### config.mk
export PLATFORM = sky130hd
export DESIGN_NAME = downsample_engine
export DESIGN_NICKNAME = d
export VERILOG_FILES = /design/src/rtl/downsample_engine.sv
export SDC_FILE = /design/constraint.sdc
export NUM_CORES = 1
export LEC_CHECK = 0
export CAP_MARGIN = 20
export CORE_MARGIN = 4
export CORE_UTILIZATION = 55
export DETAILED_ROUTE_END_ITERATION = 10
export GPL_TIMING_DRIVEN = 0
export HOLD_SLACK_MARGIN = 0.1
export PLACE_DENSITY = 0.8
export SYNTH_ARGS = -nofsm -noshare
export SYNTH_HDL_FRONTEND = slang
export SYNTH_SLANG_ARGS = --single-unit
### constraint.sdc
create_clock -name clk -period 4.2 [get_ports clk]
set_clock_uncertainty 0.15 [all_clocks]
set_input_delay 0.84 -clock clk [delete_from_list [all_inputs] [get_ports clk]]
set_output_delay 0.84 -clock clk [all_outputs]
set_load 0.005 [all_outputs]
### src/rtl/downsample_engine.sv
// Frame downsampler: walks the source image block by block over a simple request/strobe
// memory bus and writes one pixel per block, either decimated (top-left) or box-averaged.
module downsample_engine #(
  parameter int DATA_W   = 8,
  parameter int ADDR_W   = 16,
  parameter int IMG_W    = 16,
  parameter int IMG_H    = 16,
  parameter int FACTOR   = 2,
  parameter int SRC_BASE = 0,
  parameter int DST_BASE = 'h8000
) (
  input  logic              clk,
  input  logic              reset,
  input  logic              start,
  input  logic              mode,
  output logic              busy,
  output logic              done,
  output logic [ADDR_W-1:0] mem_addr,
  output logic              mem_rd,
  input  logic [DATA_W-1:0] mem_rdata,
  input  logic              mem_rvalid,
  output logic              mem_wr,
  output logic [DATA_W-1:0] mem_wdata,
  input  logic              mem_wack
);

  localparam int OW      = IMG_W / FACTOR;
  localparam int OH      = IMG_H / FACTOR;
  localparam int LOG2F   = $clog2(FACTOR);
  localparam int ACC_W   = DATA_W + 2 * LOG2F;
  localparam int DIM_MAX = (IMG_W > IMG_H) ? IMG_W : IMG_H;
  localparam int CNT_W   = $clog2(DIM_MAX + 1);
  localparam int BW      = LOG2F;

  localparam logic [CNT_W-1:0] OX_LAST = CNT_W'(OW - 1);
  localparam logic [CNT_W-1:0] OY_LAST = CNT_W'(OH - 1);
  localparam logic [BW-1:0]    B_LAST  = BW'(FACTOR - 1);

  typedef enum logic [1:0] {IDLE, RD_REQ, WR_REQ, DONE} state_t;

  state_t            state, state_nxt;
  logic              mode_q;
  logic [CNT_W-1:0]  ox, oy, ox_nxt, oy_nxt;
  logic [BW-1:0]     bx, by, bx_nxt, by_nxt;
  logic [ACC_W-1:0]  acc, acc_sum;
  logic              blk_last, px_last, rd_fin;

  // Source address of pixel (bx,by) inside output block (ox,oy); wraps at 2^ADDR_W.
  function automatic logic [ADDR_W-1:0] src_addr(input logic [CNT_W-1:0] ox_v,
                                                  input logic [CNT_W-1:0] oy_v,
                                                  input logic [BW-1:0]    bx_v,
                                                  input logic [BW-1:0]    by_v);
    int x, y;
    x = int'(ox_v) * FACTOR + int'(bx_v);
    y = int'(oy_v) * FACTOR + int'(by_v);
    return ADDR_W'(SRC_BASE + y * IMG_W + x);
  endfunction

  function automatic logic [ADDR_W-1:0] dst_addr(input logic [CNT_W-1:0] ox_v,
                                                  input logic [CNT_W-1:0] oy_v);
    return ADDR_W'(DST_BASE + int'(oy_v) * OW + int'(ox_v));
  endfunction

  // Box mean with truncation: divide by FACTOR^2 via shift.
  function automatic logic [DATA_W-1:0] avg_trunc(input logic [ACC_W-1:0] s);
    return DATA_W'(s >> (2 * LOG2F));
  endfunction

  assign blk_last = (bx == B_LAST) && (by == B_LAST);
  assign px_last  = (ox == OX_LAST) && (oy == OY_LAST);
  assign rd_fin   = !mode_q || blk_last;
  assign acc_sum  = acc + ACC_W'(mem_rdata);
  assign bx_nxt   = (bx == B_LAST) ? '0 : bx + 1'b1;
  assign by_nxt   = (bx == B_LAST) ? by + 1'b1 : by;
  assign ox_nxt   = (ox == OX_LAST) ? '0 : ox + 1'b1;
  assign oy_nxt   = (ox == OX_LAST) ? oy + 1'b1 : oy;

  assign busy   = (state == RD_REQ) || (state == WR_REQ);
  assign done   = (state == DONE);
  assign mem_rd = (state == RD_REQ);
  assign mem_wr = (state == WR_REQ);

  always_ff @(posedge clk) begin
    if (reset) state <= IDLE;
    else       state <= state_nxt;
  end

  always_comb begin
    state_nxt = state;
    case (state)
      IDLE:    if (start) state_nxt = RD_REQ;
      RD_REQ:  if (mem_rvalid && rd_fin) state_nxt = WR_REQ;
      WR_REQ:  if (mem_wack) state_nxt = px_last ? DONE : RD_REQ;
      DONE:    state_nxt = IDLE;
      default: state_nxt = IDLE;
    endcase
  end

  // Address, data, counters and accumulator only move on accepted strobes, so the bus stays stable.
  always_ff @(posedge clk) begin
    if (reset) begin
      mode_q    <= 1'b0;
      ox        <= '0;
      oy        <= '0;
      bx        <= '0;
      by        <= '0;
      acc       <= '0;
      mem_addr  <= '0;
      mem_wdata <= '0;
    end else begin
      case (state)
        IDLE: begin
          if (start) begin
            mode_q   <= mode;
            ox       <= '0;
            oy       <= '0;
            bx       <= '0;
            by       <= '0;
            acc      <= '0;
            mem_addr <= src_addr('0, '0, '0, '0);
          end
        end
        RD_REQ: begin
          if (mem_rvalid) begin
            if (rd_fin) begin
              mem_wdata <= mode_q ? avg_trunc(acc_sum) : mem_rdata;
              mem_addr  <= dst_addr(ox, oy);
              acc       <= '0;
              bx        <= '0;
              by        <= '0;
            end else begin
              acc      <= acc_sum;
              bx       <= bx_nxt;
              by       <= by_nxt;
              mem_addr <= src_addr(ox, oy, bx_nxt, by_nxt);
            end
          end
        end
        WR_REQ: begin
          if (mem_wack && !px_last) begin
            ox       <= ox_nxt;
            oy       <= oy_nxt;
            mem_addr <= src_addr(ox_nxt, oy_nxt, '0, '0);
          end
        end
        default: ;
      endcase
    end
  end

endmodule

Yosys cells after proc, flatten, opt, wreduce, memory -nomap -nowiden

Index checks and enable logic that the tools add are counted.

Flip-flop bits (word level): 49
Output and inout bits: 28

Equal/unequal tests: 10
Add/sub/neg operators: 11
Reduce and logical (&&, ||, !) cells: 18
Multiplexer cells: 31

Operators by type and width:

| kind                  | number |
|---|---|
| $mux 16               | 4 |
| $pmux 16 s3           | 1 |
| $mux 10               | 3 |
| $mux 5                | 5 |
| $pmux 10 s2           | 1 |
| $pmux 5 s2            | 2 |
| $add 16x5->16         | 1 |
| $add 16x8->16 const A | 1 |
| $add 6x1->7           | 2 |
| $add 11x7->12         | 1 |
| $reduce_and 3->1      | 4 |
| $add 10x6->11         | 1 |
| $add 10x8->10         | 1 |
| $add 5x1->5 const B   | 2 |
| $eq 5x3->1 const B    | 2 |
| $mux 2                | 4 |
| $mux 8                | 1 |
| $ne 2x1->1 const B    | 4 |
| $pmux 2 s4            | 1 |
| $mux 1                | 7 |
| $eq 2x2->1 const B    | 2 |
| $logic_and 1x1->1     | 4 |
| $pmux 1 s2            | 2 |
| $reduce_and 4->1      | 1 |
| other kinds (9)       | 13 |

Depth between registers and ports, before layout

Depth after elaboration: 7
Gate-level depth with buffers: 11
Mapped depth without buffers: 10

Worst setup path before layout

No wires, ideal clock.

Path type: input -> register
From: in mem_rdata[0]
To: reg acc[8]
Stages: 8
Slack: 1.537 ns
Setup time: 0.074 ns
Data arrival time: 2.439 ns
Data required time: 3.976 ns
Cells stage by stage: ha_1 -> inv_1 -> fa_1 -> nor2b_1 -> o2111a_1 -> nor3_1 -> or4_1 -> a31oi_1

Cells in the longest elaborated chain, start to end: 4

Ends and longest elaborated chain:

| element                | RTL line | source |
|---|---|---|
| start: declaration     | 20       | `input logic [DATA_W-1:0] mem_rdata,` |
| $add 10x8->10          | 72       | `assign acc_sum = acc + ACC_W'(mem_rdata);` |
| $mux 10                | 125      | `if (rd_fin) begin` |
| $mux 10                | 124      | `if (mem_rvalid) begin` |
| $pmux 10 s2            | 111      | `case (state)` |
| end signal: assignment | 132      | `acc <= acc_sum;` |
| end: declaration       | 45       | `logic [ACC_W-1:0] acc, acc_sum;` |

No other way between the ends. The select of a mux whose other input is x is not followed.
A chain may end at the register's enable or synchronous reset.

Worst setup path in the final report

Ends and elaborated chain as after synthesis.

==> results.toml <==
[global_route]
antenna_found_initial = 0
grtUsageTotal = 0.248
grt_pass1_wl_um = 14200
grt_remaining_overflow = 0
grt_pass1_vias = 2888
grt_max_degree = 14

[placement]
port_buffers = 37
hpwl_um = 6530
place_area_um2 = 3660
gp_congestion = 0.919

[yosys]
synth_cell_types = 66
synth_seq_cells = 45
syn_inst = 394
synth_area_leaders = "dfxtp_1, ha_1, a21oi_1, nand2_1, nand3_1"
yosys.area.top_type = "dfxtp_1"
synth_edf_count = 0
synth.top_cell.area_share = 0.282
ys_warn_count = 0
ys_async_sr_fraction = 0
synth-seq-area-share = 0.282
synth_ff_type = "dfxtp_1"
synth_area_per_cell_um2 = 8.10
syn_area_um2 = 3190

[sta]
period_needed_ns = 3.12
maxSlewHeadroom = 0.551
hold_viol = 0
drv_slew = 0
period_share = 0.744
rsz0062_at_grt = "false"
worstMarginPinSlew_ns = 0.670
setup-violations-final = 0
final.setup.tns_ns = 0
max_freq_mhz = 320

[route]
antenna_left = 0
viasPerCell = 6.19
wl_per_cell_um = 17.2
wirelength_um = 8830
drc = 0
dr.pass1.iters = 7
drt_iter0_markers = 211
vias = 3183

[power_and_ir_drop]
peakVddDrop_mv = 0.239
p_leak_nw = 1.42
total_power_mw = 1.44
powerDensity_nw_per_um2 = 385

[worst_setup_path]
critPathMaxFanout = 4
crit_path_max_incr_delay_ns = 0.50
critical_path_required_ns = 4.28
crit_path_end_kind = "flip-flop"
startpoint_type = "input pin"
critPathKind = "in2reg"
crit_path_cell_trace = "clkdlybuf4s50_1 -> ha_1 -> inv_1 -> fa_1 -> nor2b_1 -> o2111a_1 -> nor3_1 -> or4_1 -> a31oi_1"
crit_arrival_ns = 3.20
critPathSlowestCell = "clkdlybuf4s50_1"

[flow_run]
maxCapViolations = 0

[clock_tree]
cts-resized-gates = 0
cts-root-buf = "clkbuf_8"
post-cts-setup-buffer-count = 0
clkTransAtPathRegs_ns = 0.09
clock_latency_ns = 0.30
cts_sinks = 45
postCtsHoldBufs = 0
cts_tree = "built"
cts_made_buffers = 5
cts_max_level = 2
clk_path_buf_depth = 2

[final_layout]
drive_gt1_frac = 0.0882
nets = 479
fillers = 490
n_antenna_cell = 0
fin_area_um2 = 3750
fin_util = 0.672
syn2layout_area_growth_pct = 17.4

[run_status]
status = "completed"

[die]
fp-row-count = 27
core_um2 = 5570
die_w_um = 84.2
die_h_um = 84.2
io_pins = 42
die_area_um2 = 7090
start_util = 0.573

[min_path]
min_path_type = "reg2reg"
placed cells by master (no fill, tap or decap), types with 6 or more instances in the layout:
cell type        netlist  final
a211oi_1               9      9
a21oi_1               36     36
a31oi_1                8      8
buf_2                 11     11
clkbuf_1              13     15
clkdlybuf4s50_1        0     37
dfxtp_1               45     45
ha_1                  21     21
inv_1                 10     10
nand2_1               44     44
nand3_1               23     23
nor2_1                28     28
nor3_1                11     11
o211ai_1               6      6
o21ai_0               14     14
or3_1                  7      7
xnor2_1                6      6
xor2_1                 8      8
per-stage QoR:
stage	setup WS, ns	hold WS [ns]	cells
floorplan	1.54	0.286	397
global placement	0.872	0.293	506
detailed placement	0.841	0.295	506
CTS	1.15	0.307	514
global route	1.03	0.334	514
finish	1.08	0.303	514
where the power goes:
| group | leakage [nW] | internal [mW] | switching [mW] | total [mW] |
|---|---|---|---|---|
| sequential | 0.364 | 0.461 | 0.0248 | 0.485 |
| combinational | 1.02 | 0.236 | 0.447 | 0.683 |
| clock | 0.0385 | 0.118 | 0.157 | 0.275 |
cell type report:
class,count,area [µm²],area share
Sequential cell,45,901,0.240
Tap cell,72,90.1,0.0240
Multi-Input combinational cell,310,2090,0.558
Timing Repair Buffer,37,370,0.0988
Clock buffer,7,76.3,0.0204
Clock inverter,1,7.51,0.00200
Inverter,10,37.5,0.0100
Buffer,32,175,0.0467
worst max-delay path, delay by kind of cell:
kind                     cells  cell delay (ns)
AO/OA/AOI/OAI                2             0.41
adder cells (fa/ha/maj)      2             0.61
buffers and inverters        2             0.56
AND/OR/NAND/NOR              3             0.78
state kept, by name (all words and copies together) (netlist names):
signal	cells
by	1
acc	10
state	2
mem_wdata	8
ox	5
mode_q	1
oy	5
bx	1
mem_addr	12
cells by family after synthesis:
group | Yosys count | synth area share
xor gates and xnor gates | 14 | 0.0384
muxes | 3 | 0.0102
buffers and inverters | 42 | 0.0666
adders and majority gates | 24 | 0.101
DFF | 45 | 0.282
other | 1 | 0.00117
and+or+nand+nor | 149 | 0.250
AOI/OAI and AO/OA | 116 | 0.250
synth_stat cells, drive strengths merged, types with 4 or more instances:
library cell,number
dfxtp,45
nand2,44
a21oi,36
nor2,28
nand3,24
ha,21
buf,19
o21ai,15
clkbuf,13
nor3,11
inv,10
a211oi,9
a31oi,8
o211ai,8
xor2,8
or3,7
xnor2,6
a22oi,5
nand2b,5
nand4b,5
a211o,4
and3,4
final timing paths:
path / start / to / slack [ns] / cells after the start
max: mem_rdata[0] / acc[8] / 1.08 / 9
min: mem_addr[0] / mem_addr[0] / 0.30 / 2
max reg2reg: ox[0] / mem_addr[9] / 1.24 / 11
min reg2reg: mem_addr[0] / mem_addr[0] / 0.30 / 2
layer usage:
metal  part of all wire  wire, µm  track usage
met1               0.42      3690        0.310
met2               0.50      4410        0.437
met3              0.063       557       0.0353
met4              0.019       167       0.0819
met5                  0         0            0
Note: power is estimated with default switching activity, not from simulation.
